[src/rtl/mipsfpga_ahb_ram_arbiter_if.sv]
// Bus bundle between the AHB-Lite CPU port, the SPI loader port and the
// program RAM primitive, as seen by the RAM arbiter.
interface mipsfpga_ahb_ram_arbiter_if #(
    parameter int ADDR_WIDTH = 13
);
    logic [31:0]           HADDR;
    logic                  HWRITE;
    logic                  HSEL;
    logic [1:0]            HTRANS;
    logic [31:0]           HWDATA;
    logic [31:0]           HRDATA;
    logic                  HREADY;

    logic                  boot_hold;
    logic                  ld_req;
    logic                  ld_write;
    logic [31:0]           ld_addr;
    logic [31:0]           ld_wdata;
    logic                  ld_gnt;
    logic                  ld_rvalid;
    logic [31:0]           ld_rdata;

    logic [ADDR_WIDTH-1:0] ram_raddr;
    logic [ADDR_WIDTH-1:0] ram_waddr;
    logic [31:0]           ram_wdata;
    logic                  ram_we;
    logic [31:0]           ram_rdata;

    modport slave (
        input  HADDR, HWRITE, HSEL, HTRANS, HWDATA,
        output HRDATA, HREADY,
        input  boot_hold, ld_req, ld_write, ld_addr, ld_wdata,
        output ld_gnt, ld_rvalid, ld_rdata,
        output ram_raddr, ram_waddr, ram_wdata, ram_we,
        input  ram_rdata
    );

    modport master (
        output HADDR, HWRITE, HSEL, HTRANS, HWDATA,
        input  HRDATA, HREADY,
        output boot_hold, ld_req, ld_write, ld_addr, ld_wdata,
        input  ld_gnt, ld_rvalid, ld_rdata,
        input  ram_raddr, ram_waddr, ram_wdata, ram_we,
        output ram_rdata
    );
endinterface

[src/rtl/mipsfpga_ahb_ram_arbiter.sv]
// Shares the program RAM between the CPU AHB-Lite port and the boot/DMA loader,
// with starvation-bounded arbitration and read-after-write forwarding.
module mipsfpga_ahb_ram_arbiter #(
    parameter int ADDR_WIDTH   = 13,
    parameter int STARVE_LIMIT = 4
) (
    input logic                        HCLK,
    input logic                        HRESET,
    mipsfpga_ahb_ram_arbiter_if.slave  bus
);
    typedef enum logic {BOOT, SHARED} state_t;

    localparam logic [3:0] LIMIT = 4'(STARVE_LIMIT);

    state_t                state_q;
    state_t                state_d;
    logic                  cpu_req;
    logic                  cpu_gnt;
    logic                  ld_won;
    logic                  ld_gnt;
    logic [3:0]            starve_cnt;
    logic [3:0]            starve_d;
    logic [ADDR_WIDTH-1:0] raddr;
    logic [ADDR_WIDTH-1:0] dp_waddr;
    logic                  dp_valid;
    logic                  dp_owner;
    logic                  dp_write;
    logic [31:0]           ld_wdata_q;
    logic [31:0]           hold_q;
    logic [31:0]           ld_rdata_q;
    logic [31:0]           fwd_data_q;
    logic                  fwd_q;
    logic                  fwd_d;
    logic [31:0]           rd_data;
    logic [31:0]           wdata;
    logic                  rd_gnt;
    logic                  ram_we;
    logic                  cpu_rd;
    logic                  ld_rd;

    assign cpu_req = bus.HSEL & bus.HTRANS[1];

    always_ff @(posedge HCLK or posedge HRESET) begin
        if (HRESET) begin
            state_q <= BOOT;
        end else begin
            state_q <= state_d;
        end
    end

    // In BOOT the CPU is locked out; in SHARED the CPU wins ties until the loader starves.
    always_comb begin
        state_d = bus.boot_hold ? BOOT : SHARED;
        cpu_gnt = 1'b0;
        ld_won  = 1'b0;
        if (state_q == BOOT) begin
            ld_won = bus.ld_req;
        end else if (cpu_req && bus.ld_req) begin
            if (starve_cnt == LIMIT) begin
                ld_won = 1'b1;
            end else begin
                cpu_gnt = 1'b1;
            end
        end else begin
            cpu_gnt = cpu_req;
            ld_won  = bus.ld_req;
        end
    end

    assign ld_gnt = bus.ld_req & ld_won;
    assign raddr  = ld_gnt ? bus.ld_addr[ADDR_WIDTH+1:2] : bus.HADDR[ADDR_WIDTH+1:2];

    always_comb begin
        starve_d = starve_cnt;
        if (state_q == SHARED) begin
            if (!bus.ld_req || ld_gnt) begin
                starve_d = 4'd0;
            end else if (starve_cnt < LIMIT) begin
                starve_d = starve_cnt + 4'd1;
            end
        end
    end

    assign ram_we  = dp_valid & dp_write;
    assign wdata   = dp_owner ? ld_wdata_q : bus.HWDATA;
    assign rd_gnt  = (cpu_gnt & ~bus.HWRITE) | (ld_gnt & ~bus.ld_write);
    // The RAM returns pre-write data when a word is read while it is being written.
    assign fwd_d   = ram_we & rd_gnt & (raddr == dp_waddr);
    assign rd_data = fwd_q ? fwd_data_q : bus.ram_rdata;
    assign cpu_rd  = dp_valid & ~dp_write & ~dp_owner;
    assign ld_rd   = dp_valid & ~dp_write & dp_owner;

    always_ff @(posedge HCLK or posedge HRESET) begin
        if (HRESET) begin
            starve_cnt <= 4'd0;
            dp_valid   <= 1'b0;
            dp_owner   <= 1'b0;
            dp_write   <= 1'b0;
            dp_waddr   <= '0;
            ld_wdata_q <= 32'd0;
            hold_q     <= 32'd0;
            ld_rdata_q <= 32'd0;
            fwd_q      <= 1'b0;
            fwd_data_q <= 32'd0;
        end else begin
            starve_cnt <= starve_d;
            dp_valid   <= cpu_gnt | ld_gnt;
            dp_owner   <= ld_gnt;
            dp_write   <= ld_gnt ? bus.ld_write : bus.HWRITE;
            dp_waddr   <= raddr;
            if (ld_gnt) begin
                ld_wdata_q <= bus.ld_wdata;
            end
            if (cpu_rd) begin
                hold_q <= rd_data;
            end
            if (ld_rd) begin
                ld_rdata_q <= rd_data;
            end
            fwd_q      <= fwd_d;
            fwd_data_q <= wdata;
        end
    end

    assign bus.HREADY    = ~(cpu_req & ~cpu_gnt);
    assign bus.ld_gnt    = ld_gnt;
    assign bus.HRDATA    = cpu_rd ? rd_data : hold_q;
    assign bus.ld_rvalid = ld_rd;
    assign bus.ld_rdata  = ld_rd ? rd_data : ld_rdata_q;
    assign bus.ram_raddr = raddr;
    assign bus.ram_waddr = dp_waddr;
    assign bus.ram_wdata = wdata;
    assign bus.ram_we    = ram_we;

    logic unused_bits;
    assign unused_bits = ^{bus.HTRANS[0], bus.HADDR[31:ADDR_WIDTH+2], bus.HADDR[1:0],
                           bus.ld_addr[31:ADDR_WIDTH+2], bus.ld_addr[1:0]};
endmodule

[src/flat_wrapper.sv]
// flat-port wrapper written by rule: the top's interface ports become plain ports
module mipsfpga_ahb_ram_arbiter_flat 
#(
    parameter int ADDR_WIDTH   = 13,
    parameter int STARVE_LIMIT = 4
)
  (HCLK, HRESET, bus_HADDR, bus_HWRITE, bus_HSEL, bus_HTRANS, bus_HWDATA, bus_HRDATA, bus_HREADY, bus_boot_hold, bus_ld_req, bus_ld_write, bus_ld_addr, bus_ld_wdata, bus_ld_gnt, bus_ld_rvalid, bus_ld_rdata, bus_ram_raddr, bus_ram_waddr, bus_ram_wdata, bus_ram_we, bus_ram_rdata);
  mipsfpga_ahb_ram_arbiter_if #(.ADDR_WIDTH(ADDR_WIDTH)) bus_i ();
  input logic HCLK;
  input logic HRESET;
  input wire logic [$bits(bus_i.HADDR)-1:0] bus_HADDR;
  input wire logic [$bits(bus_i.HWRITE)-1:0] bus_HWRITE;
  input wire logic [$bits(bus_i.HSEL)-1:0] bus_HSEL;
  input wire logic [$bits(bus_i.HTRANS)-1:0] bus_HTRANS;
  input wire logic [$bits(bus_i.HWDATA)-1:0] bus_HWDATA;
  output wire logic [$bits(bus_i.HRDATA)-1:0] bus_HRDATA;
  output wire logic [$bits(bus_i.HREADY)-1:0] bus_HREADY;
  input wire logic [$bits(bus_i.boot_hold)-1:0] bus_boot_hold;
  input wire logic [$bits(bus_i.ld_req)-1:0] bus_ld_req;
  input wire logic [$bits(bus_i.ld_write)-1:0] bus_ld_write;
  input wire logic [$bits(bus_i.ld_addr)-1:0] bus_ld_addr;
  input wire logic [$bits(bus_i.ld_wdata)-1:0] bus_ld_wdata;
  output wire logic [$bits(bus_i.ld_gnt)-1:0] bus_ld_gnt;
  output wire logic [$bits(bus_i.ld_rvalid)-1:0] bus_ld_rvalid;
  output wire logic [$bits(bus_i.ld_rdata)-1:0] bus_ld_rdata;
  output wire logic [$bits(bus_i.ram_raddr)-1:0] bus_ram_raddr;
  output wire logic [$bits(bus_i.ram_waddr)-1:0] bus_ram_waddr;
  output wire logic [$bits(bus_i.ram_wdata)-1:0] bus_ram_wdata;
  output wire logic [$bits(bus_i.ram_we)-1:0] bus_ram_we;
  input wire logic [$bits(bus_i.ram_rdata)-1:0] bus_ram_rdata;
  assign bus_i.HADDR = bus_HADDR;
  assign bus_i.HWRITE = bus_HWRITE;
  assign bus_i.HSEL = bus_HSEL;
  assign bus_i.HTRANS = bus_HTRANS;
  assign bus_i.HWDATA = bus_HWDATA;
  assign bus_HRDATA = bus_i.HRDATA;
  assign bus_HREADY = bus_i.HREADY;
  assign bus_i.boot_hold = bus_boot_hold;
  assign bus_i.ld_req = bus_ld_req;
  assign bus_i.ld_write = bus_ld_write;
  assign bus_i.ld_addr = bus_ld_addr;
  assign bus_i.ld_wdata = bus_ld_wdata;
  assign bus_ld_gnt = bus_i.ld_gnt;
  assign bus_ld_rvalid = bus_i.ld_rvalid;
  assign bus_ld_rdata = bus_i.ld_rdata;
  assign bus_ram_raddr = bus_i.ram_raddr;
  assign bus_ram_waddr = bus_i.ram_waddr;
  assign bus_ram_wdata = bus_i.ram_wdata;
  assign bus_ram_we = bus_i.ram_we;
  assign bus_i.ram_rdata = bus_ram_rdata;
  mipsfpga_ahb_ram_arbiter #(.ADDR_WIDTH(ADDR_WIDTH), .STARVE_LIMIT(STARVE_LIMIT)) u_core (.HCLK(HCLK), .HRESET(HRESET), .bus(bus_i));
endmodule
[config.mk]
export PLATFORM = sky130hd
export DESIGN_NAME = mipsfpga_ahb_ram_arbiter_flat
export DESIGN_NICKNAME = d
export VERILOG_FILES = /design/src/rtl/mipsfpga_ahb_ram_arbiter_if.sv /design/src/rtl/mipsfpga_ahb_ram_arbiter.sv /design/src/flat_wrapper.sv
export SDC_FILE = /design/constraint.sdc
export NUM_CORES = 1
export LEC_CHECK = 0
export CAP_MARGIN = 10
export CORE_MARGIN = 1
export CORE_UTILIZATION = 42
export CTS_BUF_LIST = sky130_fd_sc_hd__clkbuf_2 sky130_fd_sc_hd__clkbuf_4 sky130_fd_sc_hd__clkbuf_8
export CTS_CLUSTER_DIAMETER = 80
export DETAILED_ROUTE_END_ITERATION = 12
export PLACE_DENSITY_LB_ADDON = 0.3
export SLEW_MARGIN = 40
export SYNTH_ARGS = -nofsm -noshare
export SYNTH_HDL_FRONTEND = slang
export SYNTH_SLANG_ARGS = --single-unit
[constraint.sdc]
create_clock -name HCLK -period 5.6 [get_ports HCLK]
set_clock_uncertainty 0.1 [all_clocks]
set_input_delay 1.12 -clock HCLK [delete_from_list [all_inputs] [get_ports HCLK]]
set_output_delay 1.12 -clock HCLK [all_outputs]
set_load 0.01 [all_outputs]
Word-level counts from Yosys, hierarchy flattened --
Cells that the tools add are included.
Word-level totals: logic and storage cells 54, output and inout bits 126, bits in registers 150
Cells by class: order comparisons 1, equal/unequal tests 2, add/subtract/negate cells 1, bitwise operators 19, muxes and demuxes 15, reduce and logical (&&, ||, !) cells 5
Operators by type and width (count):
- two-way mux 32 bit | 4
- == test 13 bit | 1
- two-way mux 13 bit | 1
- bitwise AND 1 bit | 11
- two-way mux 1 bit | 8
- two-way mux 4 bit | 2
- inverter 1 bit | 6
- adder 4 x 1 -> 4 bit (second input constant) | 1
- == test 4 x 3 -> 1 bit (second input constant) | 1
- < comparator 4 x 3 -> 1 bit (second input constant) | 1
- OR 1 bit | 2
- AND reduction 2 bit | 1
- nonzero test 2 bit | 1
- logical AND 1 bit | 1
- zero test 1 bit | 1
- logical OR 1 bit | 1

Longest topological paths before layout --
depth after elaboration 9, gate-level depth with buffers 10

Worst setup path after synthesis --
OpenSTA, ideal clock, no wires.
kind input to output, start point input port bus_HSEL, end point output port bus_ram_raddr[4], stages 4, setup slack 2.410 ns, arrival 1.970 ns, data required time 4.380 ns, path through nand3_2 o21ai_4 buf_6 mux2_2
Between the ends: longest elaborated chain between the ends 6
Ends and longest elaborated chain:
- start: declaration | RTL line flat_wrapper.sv:13 | input wire logic [$bits(bus_i.HSEL)-1:0] bus_HSEL;
- bitwise AND 1 bit | RTL line mipsfpga_ahb_ram_arbiter.sv:41 | assign cpu_req = bus.HSEL & bus.HTRANS[1];
- logical AND 1 bit | RTL line mipsfpga_ahb_ram_arbiter.sv:58 | end else if (cpu_req && bus.ld_req) begin
- two-way mux 1 bit | RTL line mipsfpga_ahb_ram_arbiter.sv:58
- two-way mux 1 bit | RTL line mipsfpga_ahb_ram_arbiter.sv:56 | if (state_q == BOOT) begin
- bitwise AND 1 bit | RTL line mipsfpga_ahb_ram_arbiter.sv:70 | assign ld_gnt = bus.ld_req & ld_won;
- two-way mux 13 bit | RTL line mipsfpga_ahb_ram_arbiter.sv:71 | assign raddr = ld_gnt ? bus.ld_addr[ADDR_WIDTH+1:2] : bus.HADDR[ADDR_WIDTH+1:2];
- end: declaration | RTL line flat_wrapper.sv:26 | output wire logic [$bits(bus_i.ram_raddr)-1:0] bus_ram_raddr;
No other way between the ends.

Worst setup path after layout --
start point input port bus_HSEL, end point output port bus_ram_raddr[7]
The elaborated chain is that of the path after synthesis.

==> metrics.txt <==
WP data required=approximately 4.4 ns; initial core utilization=a little over two fifths; Gate Count Post-Synth=around 540; worst reg-to-reg path cell count=8; hold path endpoint=u_core.ld_wdata_q[7]; root buf cell=clkbuf_8; CP Launch Type=input port; first-pass GRT wire length=26.18 mm; Yosys Warn Count=0; CP max FO=17; CP peak stage delay=0.60 ns; CTS max path bufs=2; CP Cell Sequence=clkdlybuf4s50_1, nand3_2, o21ai_4, mux2_2, clkdlybuf4s50_1; CP max-delay cell=o21ai_4; RSZ-0062 raised after global routing=no; Syn-to-layout area delta=51.69%; Num CTS Buffers=17; Residual DRC=0; Core Area=approximately 14000 sq um; Fin. Hold Viols=0; die area=14970 sq um; clock latency on the worst-skew pair=~0.44 ns; r2r endpoint=u_core.fwd_q; Core Util, Final=roughly 66%; instance area after placement=8793 sq um; Leak=approximately 4.0 nW; Max Slew Vio Count=0; relative slew slack=roughly 54%; DP Worst Slack=around 1.0 ns; Min-Delay Path Class=reg2reg; reported max-cap violation count=0; dpl hpwl=between 10 and 15 mm; Nets=962; Die H=122.4 microns; CTS clk-pin slew, worst paths=roughly 0.070 ns; setup TNS=0 ns; Post-CTS Setup Inserts=0; Reg power frac=a little over two fifths; largest net degree at the start of global routing=86; CTS tree=done; total internal power=2.159 mW; post-cts sizing count=0; Avg WL per Cell=roughly 17 microns; # clock sinks=150; kind of cell adding the most delay to the critical path=buffers and inverters; period utilization=81.54%; Min-Delay Startpoint=u_core.ld_wdata_q[7]; H-tree Lvls=4; final setup violation count=0; status=finished, final reports clean; Seq/Total Area, Yosys=61.70%; n_diodes=0; WP buf/inv=2; share of cells above drive strength 1=roughly an eighth; switching pwr=0.7907 mW; WP data arrival=roughly 3.4 ns; final wirelength=16.84 mm; vias per std cell=4.915; total global routing overflow=0; 1st-iter DRT viols=between 200 and 250; cts hold-fix bufs=0; post-route cell area=roughly 9200 sq um; hold_ws=0.3756 ns; Synth Cell Area=6083 sq um; global-route usage over all layers=23.58%; Cell Pwr Density=319.7 nW/um^2; fillcell total=1084; FMAX=0.2190 GHz; vias in the first global route=5045; Final Critical Period=between 4 and 5 ns; Final Wtd Congestion=0.8063; crit end category=output port; flop-to-flop setup slack=just under 3 ns; Slew @ Worst Pin=0.6880 ns; antenna violations before repair=0; post-synthesis net count=712; CP most frequent cell=clkdlybuf4s50_1; Port Buf Inserts=around 260; I/O pins=295; TritonRoute pass-1 iters=4; reg2reg start=u_core.starve_cnt[0]; Clock Power Share=30.4%; number of distinct library cells after synthesis=30; chip width=between 100 and 150 microns; Avg Synthesized Cell Area=11.24 sq um; Sw Share=26.81%; Comb pwr share=25.8%; peak supply drop=0.0001773 V; DRT antenna net count=0; Min-Delay Path Depth=2; Core Rows=43; vias=4831; CP Class=in2out; final worst slack=roughly 1.0 ns; Seq cells post-synth=150
cells in the mapped netlist:
library cell / n / area share (%)
xnor2_1: 9 / 1.3
clkbuf_1: 26 / 1.6
nand4_1: 4 / 0.41
and3b_1: 1 / 0.14
nor3b_1: 1 / 0.12
mux2i_1: 32 / 5.3
a31oi_1: 1 / 0.10
inv_1: 8 / 0.49
o21ai_4: 1 / 0.27
and2_1: 1 / 0.10
o21ai_0: 35 / 2.9
nand3_1: 2 / 0.16
mux2_4: 9 / 2.2
nor2_1: 35 / 2.2
buf_6: 3 / 0.56
or2_2: 1 / 0.10
nor3_1: 1 / 0.082
buf_1: 3 / 0.19
a21oi_1: 34 / 2.8
mux2_2: 36 / 6.7
a211oi_1: 1 / 0.12
clkinv_1: 1 / 0.062
dfrtp_1: 150 / 62
o211ai_1: 1 / 0.12
nor4_2: 1 / 0.21
ha_1: 2 / 0.41
nand2_1: 136 / 8.4
xnor2_2: 4 / 1.1
nand3b_1: 1 / 0.12
nand3_2: 1 / 0.16
placed cells by master (no fill, tap or decap), types with 2 or more instances in the layout:
cell type and count:
buf_4 8, nand3_1 2, clkinv_4 2, a21oi_1 34
ha_1 2, xnor2_2 4, clkbuf_4 3, dfrtp_1 148
xnor2_1 9, nand2_1 136, inv_1 7, mux2i_1 32
o21ai_0 35, clkbuf_8 21, bufinv_16 3, clkdlybuf4s50_1 255
mux2_2 36, nor2_1 35, mux2_4 9, nand4_1 4
layer usage:
metal	part of all wire [%]	global-route usage (%)
met1	38	27.09
met5	0	0
met4	2.6	9.070
met3	7.9	8.829
met2	51	39.75
tightest hold or removal path, stage by stage, from the launching register on:
cell and delay, ns:
dfrtp_1 0.34, nand2_1 0.05, nand2_1 0.05
power groups by stage:
stage | clock [mW] | combinational [mW] | sequential, mW
floorplan | 0 | 0.320 | 1.30
global placement | 0 | 0.746 | 1.31
detailed placement | 0 | 0.764 | 1.31
CTS | 0.914 | 0.770 | 1.29
global route | 0.960 | 0.826 | 1.31
finish | 0.896 | 0.761 | 1.29
per-stage QoR:
stage          std cells  total power [mW]
3_3_place_gp         952             2.053
6_report             983             2.950
5_1_grt              983             3.094
3_5_place_dp         952             2.079
4_1_cts              983             2.977
2_1_floorplan        541             1.622
registers in the layout (all words and copies together), names as in the netlist:
signal,flops
u_core.hold_q,32
u_core.dp_owner,1
u_core.dp_write,1
u_core.dp_valid,1
u_core.fwd_q,1
u_core.state_q,1
u_core.fwd_data_q,32
u_core.starve_cnt,4
u_core.bus.ram_waddr,13
u_core.ld_rdata_q,32
u_core.ld_wdata_q,32
kinds of logic after synthesis:
group / Yosys count / synth area share (%)
AOI/OAI and AO/OA: 73 / 6.294
xor gates and xnor gates: 13 / 2.365
adders and majority gates: 2 / 0.4113
buffers and inverters: 41 / 2.900
DFF: 150 / 61.70
muxes: 77 / 14.15
and+or+nand+nor: 185 / 12.18
final cells by class:
cell class	instances	area, sq um	area share [%]
clock buffer	24	311.5	3.376
tap	180	225.2	2.441
inverter	9	41.29	0.4475
sequential	150	3759	40.73
multi-input combinational	350	2158	23.39
clock inverter	7	120.1	1.302
timing repair buffer	263	2613	28.31
how the worst max path moves through the flow:
stage	slack, ns	cells after the start	from	to
2_1_floorplan	0.34	1	HRESET	u_core.bus.ram_waddr[0]
3_3_place_gp	1.10	5	bus_HSEL	bus_ram_raddr[8]
3_5_place_dp	1.02	5	bus_HSEL	bus_ram_raddr[7]
4_1_cts	1.02	5	bus_HSEL	bus_ram_raddr[7]
5_1_grt	0.95	5	bus_HSEL	bus_ram_raddr[7]
6_report	1.03	5	bus_HSEL	bus_ram_raddr[7]
(Power assumes the default switching activity.)
